<file path="config.mk">
export PLATFORM = sky130hd
export DESIGN_NAME = tft_timing_gen
export DESIGN_NICKNAME = d
export VERILOG_FILES = /design/src/rtl/tft_timing_gen.sv
export SDC_FILE = /design/constraint.sdc
export NUM_CORES = 1
export LEC_CHECK = 0
export BUFFER_PORTS_ARGS = -buffer_cell sky130_fd_sc_hd__buf_4
export CAP_MARGIN = 20
export CORE_UTILIZATION = 35
export DETAILED_ROUTE_END_ITERATION = 7
export SLEW_MARGIN = 20
export SYNTH_ARGS = -nofsm -noshare
export SYNTH_HDL_FRONTEND = slang
export SYNTH_SLANG_ARGS = --single-unit
</file>
<file path="constraint.sdc">
create_clock -name CLK -period 4.5 [get_ports CLK]
set_input_delay 0.45 -clock CLK [delete_from_list [all_inputs] [get_ports CLK]]
set_output_delay 0.45 -clock CLK [all_outputs]
set_load 0.005 [all_outputs]
</file>
<file path="src/rtl/tft_timing_gen.sv">
`default_nettype none
// ============================================================================
//  Module   : tft_timing_gen
//  Purpose  : Raster timing generator for the TFT-LCD path. Produces the pixel
//             strobe, H/V counters, active-low Hsync/Vsync, data-enable and
//             line/frame start pulses. A run request stops only on a frame
//             boundary so that no partial frame is ever emitted.
//  Revision : 1.0 - initial release
// ============================================================================
module tft_timing_gen #(
   parameter int H_ACTIVE = 480,
   parameter int H_FP     = 2,
   parameter int H_SYNC   = 41,
   parameter int H_BP     = 2,
   parameter int V_ACTIVE = 272,
   parameter int V_FP     = 2,
   parameter int V_SYNC   = 10,
   parameter int V_BP     = 2,
   parameter int DIV      = 2
) (
   input  logic       CLK,
   input  logic       nRESET,
   input  logic       EN,
   output logic       PCLK_EN,
   output logic [9:0] H_COUNT,
   output logic [9:0] V_COUNT,
   output logic       Hsync,
   output logic       Vsync,
   output logic       hDE,
   output logic       vDE,
   output logic       DE,
   output logic       LINE_START,
   output logic       FRAME_START
);

   localparam int c_h_total = H_SYNC + H_BP + H_ACTIVE + H_FP;
   localparam int c_v_total = V_SYNC + V_BP + V_ACTIVE + V_FP;
   localparam int c_div_w   = (DIV > 1) ? $clog2(DIV) : 1;

   localparam logic [c_div_w-1:0] c_div_last = c_div_w'(DIV - 1);
   localparam logic [9:0]  c_h_last      = 10'(c_h_total - 1);
   localparam logic [9:0]  c_v_last      = 10'(c_v_total - 1);
   // Window bounds are one bit wider so an edge at 1024 cannot alias to 0
   localparam logic [10:0] c_h_sync_end  = 11'(H_SYNC);
   localparam logic [10:0] c_h_act_beg   = 11'(H_SYNC + H_BP);
   localparam logic [10:0] c_h_act_end   = 11'(H_SYNC + H_BP + H_ACTIVE);
   localparam logic [10:0] c_v_sync_end  = 11'(V_SYNC);
   localparam logic [10:0] c_v_act_beg   = 11'(V_SYNC + V_BP);
   localparam logic [10:0] c_v_act_end   = 11'(V_SYNC + V_BP + V_ACTIVE);

   localparam logic [1:0] c_st_idle = 2'd0;
   localparam logic [1:0] c_st_run  = 2'd1;
   localparam logic [1:0] c_st_stop = 2'd2;

   // Reject geometries the 10-bit counters cannot represent
   generate
      if (c_h_total > 1024 || c_v_total > 1024) begin : g_bad_total
         $error("tft_timing_gen: H_TOTAL and V_TOTAL must both be <= 1024");
      end
      if (DIV < 1) begin : g_bad_div
         $error("tft_timing_gen: DIV must be >= 1");
      end
   endgenerate

   logic [1:0]         state_q, state_d;
   logic [c_div_w-1:0] div_q, div_d;
   logic [9:0]         h_q, h_d;
   logic [9:0]         v_q, v_d;
   logic               pclk_q, pclk_d;
   logic               hsync_q, hsync_d;
   logic               vsync_q, vsync_d;
   logic               hde_q, hde_d;
   logic               vde_q, vde_d;
   logic               de_q, de_d;
   logic               ls_q, ls_d;
   logic               fs_q, fs_d;
   logic               w_pix;
   logic               w_frame_end;
   logic               w_active;

   // Next-state: divider/raster advance and run/stop control
   always_comb begin
      state_d     = state_q;
      div_d       = div_q;
      h_d         = h_q;
      v_d         = v_q;
      w_pix       = (state_q != c_st_idle) && (div_q == c_div_last);
      w_frame_end = w_pix && (h_q == c_h_last) && (v_q == c_v_last);

      // Raster free-runs in RUN and STOP; IDLE and frame-end stop override it
      if (w_pix) begin
         div_d = '0;
         if (h_q == c_h_last) begin
            h_d = '0;
            v_d = (v_q == c_v_last) ? 10'd0 : v_q + 10'd1;
         end else begin
            h_d = h_q + 10'd1;
         end
      end else begin
         div_d = div_q + 1'b1;
      end

      case (state_q)
         c_st_idle: begin
            div_d = '0;
            h_d   = '0;
            v_d   = '0;
            if (EN) state_d = c_st_run;
         end
         c_st_run: begin
            if (!EN) state_d = c_st_stop;
         end
         c_st_stop: begin
            // A re-raised EN wins over the frame-end so the raster never breaks
            if (EN) begin
               state_d = c_st_run;
            end else if (w_frame_end) begin
               state_d = c_st_idle;
               div_d   = '0;
               h_d     = '0;
               v_d     = '0;
            end
         end
         default: begin
            state_d = c_st_idle;
            div_d   = '0;
            h_d     = '0;
            v_d     = '0;
         end
      endcase
   end

   // Output decode from next-state values so registered outputs match the counters
   always_comb begin
      w_active = (state_d != c_st_idle);
      pclk_d   = w_active && (div_d == c_div_last);
      hsync_d  = !(w_active && ({1'b0, h_d} < c_h_sync_end));
      vsync_d  = !(w_active && ({1'b0, v_d} < c_v_sync_end));
      hde_d    = w_active && ({1'b0, h_d} >= c_h_act_beg) && ({1'b0, h_d} < c_h_act_end);
      vde_d    = w_active && ({1'b0, v_d} >= c_v_act_beg) && ({1'b0, v_d} < c_v_act_end);
      de_d     = hde_d && vde_d;
      ls_d     = w_active && (div_d == '0) && (h_d == 10'd0);
      fs_d     = ls_d && (v_d == 10'd0);
   end

   // State, counters and all outputs registered; reset forces the IDLE picture
   always_ff @(posedge CLK or negedge nRESET) begin
      if (!nRESET) begin
         state_q <= c_st_idle;
         div_q   <= '0;
         h_q     <= '0;
         v_q     <= '0;
         pclk_q  <= 1'b0;
         hsync_q <= 1'b1;
         vsync_q <= 1'b1;
         hde_q   <= 1'b0;
         vde_q   <= 1'b0;
         de_q    <= 1'b0;
         ls_q    <= 1'b0;
         fs_q    <= 1'b0;
      end else begin
         state_q <= state_d;
         div_q   <= div_d;
         h_q     <= h_d;
         v_q     <= v_d;
         pclk_q  <= pclk_d;
         hsync_q <= hsync_d;
         vsync_q <= vsync_d;
         hde_q   <= hde_d;
         vde_q   <= vde_d;
         de_q    <= de_d;
         ls_q    <= ls_d;
         fs_q    <= fs_d;
      end
   end

   assign PCLK_EN     = pclk_q;
   assign H_COUNT     = h_q;
   assign V_COUNT     = v_q;
   assign Hsync       = hsync_q;
   assign Vsync       = vsync_q;
   assign hDE         = hde_q;
   assign vDE         = vde_q;
   assign DE          = de_q;
   assign LINE_START  = ls_q;
   assign FRAME_START = fs_q;

endmodule
`default_nettype wire

</file>
---- After elaboration in Yosys (flattened, before gate mapping) ----
Index checks and enable logic that the tools add are counted.
cells by class
  $add $sub $neg .......................... 3
  magnitude comparators ................... 6
  equal/unequal tests ..................... 4
  mux-type cells .......................... 20
  bitwise logic cells ..................... 1
  reduce and logical (&&, ||, !) cells .... 21
operator list
  operator                 count
  $mux W10                 9
  $pmux W10 S2             2
  $add A10 B1 Y10 const B  2
  $logic_not A10 Y1        2
  $logic_and A1 B1 Y1      14
  $eq A10 B10 Y1 const B   1
  $eq A10 B9 Y1 const B    1
  $ge A10 B4 Y1 const B    1
  $ge A10 B6 Y1 const B    1
  $lt A10 B10 Y1 const B   1
  $lt A10 B4 Y1 const B    1
  $lt A10 B6 Y1 const B    1
  $lt A10 B9 Y1 const B    1
  $mux W2                  4
  $pmux W2 S3              1
  $reduce_bool A2 Y1       2
  $mux W1                  3
  $eq A2 B1 Y1 const B     1
  $eq A2 B2 Y1 const B     1
  $logic_not A1 Y1         2
  $logic_not A2 Y1         1
  $pmux W1 S2              1
  $add A1 B1 Y1 const B    1
  $not A1 Y1               1
word-level totals
  register bits after elaboration ......... 31
  input bits .............................. 3
  output and inout port bits .............. 28
  word-level logic and storage cells ...... 67

---- Logic depth before layout (Yosys ltp) ----
Gate-level depths: netlist of run 1.
  depth in word-level cells ............... 11
  depth in mapped cells ................... 11
  mapped depth without buffers ............ 9

---- Least setup slack after synthesis of run 1 ----
No wires, ideal clock.
  kind .................................... reg2reg
  from .................................... register state_q[0]
  to ...................................... register de_q (netlist: DE)
  setup time .............................. 0.121 ns
  arrival time ............................ 2.571 ns
  required time ........................... 4.379 ns
  setup slack ............................. 1.808 ns
  cell stages (with the launch flop) ...... 11
  path buffers ............................ 1
  clock period less this slack ............ 2.692 ns
  cell sequence ........................... dfrtp_1 inv_1 ha_1 nand2b_1 clkbuf_1 or4_4 or3_4 a21oi_4 a41oi_1 a21oi_1 and4b_1
on the way
  cells in the longest elaborated chain, start to end .. 11
  elaborated cells between the ends (all ways) .. 30
  classes of those cells .................. 4 x order compare; 2 x eq/ne; 13 x mux; 11 x reduce/logical
RTL lines
  what                              RTL line  RTL
  start, declared                   65        logic [1:0] state_q, state_d;
  start signal, assigned            149       state_q <= c_st_idle;
  start signal, assigned            162       state_q <= state_d;
  $reduce_bool A2 Y1                87        w_pix = (state_q != c_st_idle) && (div_q == c_div_last);
  $logic_and A1 B1 Y1               87
  $logic_and A1 B1 Y1 (2 in a row)  88        w_frame_end = w_pix && (h_q == c_h_last) && (v_q == c_v_last);
  $mux W10                          117       end else if (w_frame_end) begin
  $mux W10                          115       if (EN) begin
  $pmux W10 S2 *                    103       case (state_q)
  via v_d[2]                        68        logic [9:0] v_q, v_d;
  $ge A10 B4 Y1                     140       vde_d = w_active && ({1'b0, v_d} >= c_v_act_beg) && ({1'b0, v_d} < c_v_act_end);
  $logic_and A1 B1 Y1               140
  $logic_and A1 B1 Y1 *             140
  $logic_and A1 B1 Y1 *             141       de_d = hde_d && vde_d;
  via de_d                          74        logic de_q, de_d;
  end signal, assigned              158       de_q <= 1'b0;
  end signal, assigned              171       de_q <= de_d;
  end, declared                     74
Mark *: on every way through the listed nets, which the timed path passes. The rest lies on a longest branch.

---- Worst setup path in the final report of run 1 ----
  from .................................... register state_q[0]
  to ...................................... register de_q (netlist: DE)
on the way
  cells in the longest elaborated chain, start to end .. 11
  elaborated cells between the ends (all ways) .. 30
  classes of those cells .................. 4 x order compare; 2 x eq/ne; 13 x mux; 11 x reduce/logical
RTL lines
  what                                                        RTL line  RTL
  $reduce_bool A2 Y1                                          87
  $logic_and A1 B1 Y1                                         87
  $logic_and A1 B1 Y1 (2 in a row)                            88
  $mux W10 / $mux W2 (equally long branches)                  117
  $mux W10 / $mux W2 (equally long branches)                  115
  $pmux W10 S2 / $pmux W2 S3 (equally long branches)          103
  $ge A10 B6 Y1 / $reduce_bool A2 Y1 (equally long branches)  139, 135
  $logic_and A1 B1 Y1                                         139       hde_d = w_active && ({1'b0, h_d} >= c_h_act_beg) && ({1'b0, h_d} < c_h_act_end);
  $logic_and A1 B1 Y1 *                                       139
  via hde_d                                                   72        logic hde_q, hde_d;
  $logic_and A1 B1 Y1 *                                       141
  via de_d                                                    74
Marks and branches as above.

==> flow_summary.json, run 1 <==
{
  "use_met1_pct": 24.87,
  "initial_core_util_pct": 36.79,
  "comb_power_share_pct": 35.1,
  "ys.flop_type": "dfrtp_1",
  "startpoint_type": "flip-flop",
  "swShare_pct": 34.13,
  "powerDensity_nw_per_um2": 399.2,
  "via_count": 1846,
  "n_fill_cell": 556,
  "cp_max_fo": 9,
  "grt_usage_pct": 17.40,
  "drtIter0Drc": 100,
  "avgRoutedWirePerCell_um": 15.25,
  "gr-total-overflow": 0,
  "use_met2_pct": 26.61,
  "drtAntennaViolNets": 0,
  "avgSynthCellArea_sq_um": 9.114,
  "synth-edff-count": 0,
  "drive_gt1_share_pct": 19.92,
  "die_area_sq_um": 6169,
  "critical_path.cell_chain": "inv_1, ha_1, nand2b_1, nor4_1, buf_4, nand2_1, a41oi_1, nor2_1, a32o_1, and4b_1",
  "peakVddDrop_uv": 229.2,
  "die_x_um": 78.55,
  "place_hpwl_um": 3796,
  "synthTopCellsByArea": "dfrtp_1 35%, ha_1 4.9%, nor2_1 4.4%, xnor2_1 3.4%, a21oi_1 2.9%",
  "synth.most_common_cell": "dfrtp_1",
  "fin_tns_setup_ns": 0,
  "cap_violations": 0,
  "whs_ns": 0.09049,
  "first_global_vias": 1740,
  "setup_viol_count_final": 0,
  "drt_pass1_iterations": 4,
  "ctsRootBufferMaster": "clkbuf_8",
  "slowest_delay_ns": 0.48,
  "p_seq_share_pct": 35.6,
  "crit_arrival_ns": 3.28,
  "status": "complete, no violations",
  "clkPwrFrac_pct": 29.4,
  "yosysTopAreaCell": "dfrtp_1",
  "clock_skew_ns": 0.007801,
  "fin_nets": 266,
  "cts_buffer_depth": 2,
  "slew_viol_final": 0,
  "worstPathRequired_ns": 4.67,
  "grt_max_degree": 32,
  "hold_path.class": "input port to async pin",
  "syn_inst": 225,
  "netlist_area_sq_um": 2051,
  "tritoncts": "yes",
  "post_cts_buffers": 0,
  "finalHoldViolations": 0,
  "cts_resized": 0,
  "seq_area_sq_um": 778.2,
  "synth_commonest_cells": "29 x dfrtp_1, 24 x nor2_1, 12 x a21oi_1",
  "crit_type": "flip-flop to flip-flop",
  "grt_pass1_wl_um": 8466,
  "multi_input_area_sq_um": 1185,
  "critPathSlowestCell": "dfrtp_1",
  "p_int_mw": 0.6439,
  "antenna_found_initial": 0,
  "ios": 31,
  "switchingPower_mw": 0.3337,
  "synth_seq_area_share_pct": 37.95,
  "gr-max-usage-layer": "met2",
  "r2r-start": "state_q[0]",
  "area.growth.synth_to_final_pct": 19.40,
  "rsz0062_at_grt": "no",
  "gp_congestion": 0.8509,
  "post-route-min-period_ns": 3.106,
  "dieHeight_um": 78.55,
  "netlist.area_leader.share_pct": 35.39,
  "route.detailed.drc": 0,
  "ys_types": 54,
  "via_per_inst": 5.628,
  "hold_buffers": 0,
  "async_flop_share_pct": 100.0,
  "fin_crit_sh_pct": 69.02,
  "rows": 27,
  "ys_warn_count": 0,
  "synth_nets": 236,
  "core_sq_um": 5574,
  "port_buffers": 30,
  "max-slew-margin-rel_pct": 52.21,
  "wirelength_um": 5003,
  "groute.layer.met3.usage_pct": 2.209,
  "end_kind": "flip-flop",
  "total_leakage_power_nw": 1.055,
  "cts.clk_slew.worst_paths_ns": 0.07,
  "cts_buffers": 5,
  "crit_start": "state_q[0]",
  "htreeDepth": 2,
  "worst_pin_slew_ns": 0.7068,
  "clock_sinks": 31,
  "fmax_mhz": 322.0,
  "worstSkewPairLatency_ns": 0.28,
  "n_antenna_cell": 0,
  "yosys_register_bits": 31
}
==> cell families (layout without fill, tap and decap cells) <==
logic type               count (synthesis)  in the layout  synth area share, %
adder cells (fa/ha/maj)                  8              8                4.881
flip-flops                              31             31                37.95
buffers and inverters                   19             50                4.271
multiplexers                             2              2                1.037
AO/OA/AOI/OAI                           48             48                16.47
AND/OR/NAND/NOR                        105            105                30.26
XOR/XNOR                                12             12                5.125
==> power groups by stage <==
stage               logic [mW]  clock network [mW]  registers, mW
global placement         0.339                   0          0.352
CTS                      0.345               0.294          0.348
detailed placement       0.342                   0          0.353
finish                   0.343               0.287          0.348
floorplan                0.231                   0          0.353
global route             0.390               0.304          0.354
==> registers in the layout, indices dropped and copies added (netlist names) <==
signal and count:
H_COUNT 10, V_COUNT 10, state_q 2, DE 1
FRAME_START 1, Hsync 1, LINE_START 1, PCLK_EN 1
Vsync 1, div_q 1, hDE 1, vDE 1
==> critical path, delay by kind of cell, from the launching register on <==
kind	cells	cell delay, ns
simple gates	5	1.18
compound gates	2	0.67
flops	1	0.48
buf+inv	2	0.37
fa+ha+maj	1	0.29
==> through the flow <==
| stage | cell area (sq um) | utilization (%) | total power, mW | instances | setup slack, ns |
|---|---|---|---|---|---|
| after global routing | 2449 | 43.93 | 1.048 | 328 | 1.016 |
| after floorplan | 2051 | - | 0.5834 | 225 | 1.808 |
| after CTS | 2449 | 43.93 | 0.9869 | 328 | 1.420 |
| after detailed placement | 2331 | 41.82 | 0.6953 | 320 | 1.459 |
| final | 2449 | 43.93 | 0.9776 | 328 | 1.394 |
| after global placement | 2331 | 41.82 | 0.6913 | 320 | 1.500 |
==> layout by cell type (no fill, tap or decap), types with 3 or more instances in the layout <==
master	netlist	layout
or3_1	4	4
nand4_1	8	8
a41oi_1	3	3
nor2_1	24	24
inv_1	10	10
nor3_1	10	10
nand3b_1	3	3
a21o_1	6	6
xor2_1	4	4
dfrtp_1	29	29
o21ai_0	6	6
a211oi_1	3	3
nor2b_1	4	4
and4b_1	5	5
nand3_1	7	7
nand2_1	11	11
buf_4	0	32
ha_1	8	8
nor4_1	4	4
a21oi_1	12	12
and3_1	6	6
clkbuf_8	0	6
xnor2_1	8	8
==> per-layer routing <==
layer / vias up / part of all wire, %
met5: - / 0
met4: 0 / 1.3
met3: 6 / 5.0
met2: 55 / 47
met1: 883 / 47
li1: 902 / -
==> area by class of cell <==
type	count	area share [%]
timing repair buffer	32	9.811
clock inverter	2	1.431
clock buffer	6	3.373
sequential	31	31.78
multi-input combinational	175	48.39
inverter	10	1.533
tap	72	3.679
==> path summary, 6_finish.rpt <==
path	to	slack [ns]	depth (start not counted)
worst max-delay path	DE	1.39	10
max in group asynchronous	Hsync	4.07	1
worst min register to register	PCLK_EN	0.58	1
worst max register to register	DE	1.39	10
min in group CLK	state_q[0]	0.48	3
worst min-delay path	H_COUNT[7]	0.09	1
(Power assumes the default switching activity.)
==> run 2: changes to the inputs <==
==> constraint.sdc (replaced) <==
create_clock -name CLK -period 3 [get_ports CLK]
set_input_delay 0.3 -clock CLK [delete_from_list [all_inputs] [get_ports CLK]]
set_output_delay 0.3 -clock CLK [all_outputs]
set_load 0.005 [all_outputs]
==> flow_summary.json, run 2 (same netlist as run 1, synthesis figures left out) <==
{
  "via_per_inst": 5.565,
  "worst_pin_slew_ns": 0.5039,
  "crit_type": "flip-flop to flip-flop",
  "cts_buffers": 5,
  "clock_skew_ns": 0.009763,
  "htreeDepth": 2,
  "route.detailed.drc": 0,
  "area.growth.synth_to_final_pct": 24.28,
  "status": "complete, no violations",
  "drtIter0Drc": 189,
  "drt_pass1_iterations": 4,
  "ios": 31,
  "peakVddDrop_uv": 280.3,
  "cts_buffer_depth": 2,
  "worstPathRequired_ns": 3.17,
  "mostFrequentLayoutCell": "buf_4",
  "cap_violations": 0,
  "dp.cells": 331,
  "placed_area_sq_um": 2414,
  "wirelength_um": 5238,
  "cp_max_fo": 7,
  "ctsRootBufferMaster": "clkbuf_8",
  "die_area_sq_um": 6169,
  "worstSkewPairLatency_ns": 0.29,
  "post_cts_buffers": 0,
  "n_antenna_cell": 0,
  "fmax_mhz": 349.8,
  "gp_congestion": 0.8461,
  "via_count": 1892,
  "grt_pass1_wl_um": 8818,
  "tritoncts": "yes",
  "finalInstanceArea_sq_um": 2549,
  "setup_viol_count_final": 0,
  "crit_arrival_ns": 3.03,
  "initial_core_util_pct": 36.79,
  "dieHeight_um": 78.55,
  "end_kind": "flip-flop",
  "first_global_vias": 1817,
  "grt_usage_pct": 18.35,
  "n_fill_cell": 561,
  "clock_sinks": 31,
  "slew_viol_final": 0,
  "port_buffers": 30,
  "fin_crit_sh_pct": 95.30,
  "max-slew-margin-rel_pct": 66.41,
  "core_sq_um": 5574,
  "rsz0062_at_grt": "no",
  "powerDensity_nw_per_um2": 602.5,
  "avgRoutedWirePerCell_um": 15.41,
  "total_leakage_power_nw": 1.114,
  "hold_path.class": "input port to flip-flop",
  "fin_tns_setup_ns": 0,
  "antenna_found_initial": 0,
  "rows": 27,
  "cts.clk_slew.worst_paths_ns": 0.06,
  "place_hpwl_um": 3896,
  "gr-total-overflow": 0,
  "grt_max_degree": 32,
  "post-route-min-period_ns": 2.859,
  "r2r_slack_ns": 0.14,
  "drtAntennaViolNets": 0,
  "fin_cells": 340,
  "finalHoldViolations": 0,
  "startpoint_type": "flip-flop",
  "die_x_um": 78.55,
  "final_cell_mix": "43 x buf_4, 28 x dfrtp_1, 24 x nor2_1, 12 x a21oi_1, 11 x nand2_1",
  "fin_nets": 278,
  "drive_gt1_share_pct": 23.88
}
run 2: changes by cell type in the layout (fill, tap and decap cells not counted):
cell,change
nor4_1,-1
dfrtp_1,-1
buf_4,+11
nor4_2,+1
dlygate4sd3_1,+1
dfrtp_2,+1
run 2: layout make-up:
class                   instances  area [sq um]  area share, %
flip-flops and latches         31         779.5          30.58
clock buffers                   6         82.58          3.240
inverters                      10         37.54          1.473
clock inverters                 2         35.03          1.375
well taps                      72         90.09          3.535
multi-input cells             175          1191          46.74
repair buffers                 44         332.8          13.06
run 2: metrics by stage:
step                worst slack [ns]  util [%]  power [mW]  hold WS, ns
global route                 0.01117     45.72       1.639       0.3628
global placement              0.2503     43.30       1.097       0.2626
floorplan                     0.3081         -      0.8751     0.004409
CTS                           0.1861     45.59       1.547       0.3480
detailed placement            0.2029     43.30       1.107       0.2640
finish                        0.1411     45.72       1.536       0.3403
run 2: worst max-delay path, stage by stage, from the launching register on:
cell and delay, ns:
dfrtp_1 0.46, inv_1 0.09, ha_1 0.15, nand4bb_1 0.29, or4_4 0.65, or3_4 0.36
a21oi_4 0.20, a41oi_1 0.14, a21oi_1 0.20, and4b_1 0.21
run 2: final timing paths:
path / from / to / depth (start not counted)
min in group asynchronous: nRESET / state_q[1] / 2
max in group asynchronous: nRESET / Vsync / 2
max: H_COUNT[0] / DE / 9
max reg2reg: H_COUNT[0] / DE / 9
min: EN / state_q[0] / 3
min reg2reg: div_q / PCLK_EN / 1
run 2: metal layers:
layer | share of wire, % | GRT usage [%] | up-vias
li1 | - | - | 933
met1 | 49 | 26.15 | 898
met2 | 46 | 27.39 | 57
met3 | 4.1 | 3.140 | 4
met4 | 1.2 | 7.037 | 0
met5 | 0 | 0 | -
run 2: report_power, final:
part	switching [mW]	internal (mW)
logic	0.316	0.258
registers	0.0444	0.484
clock network	0.165	0.269
total	0.526	1.01
run 2: what timing repair did:
action,4_1_cts,5_1_grt
setup endpoints to repair,0,3
gates resized for setup,0,2
hold buffers,1,0
hold endpoints to repair,29,0
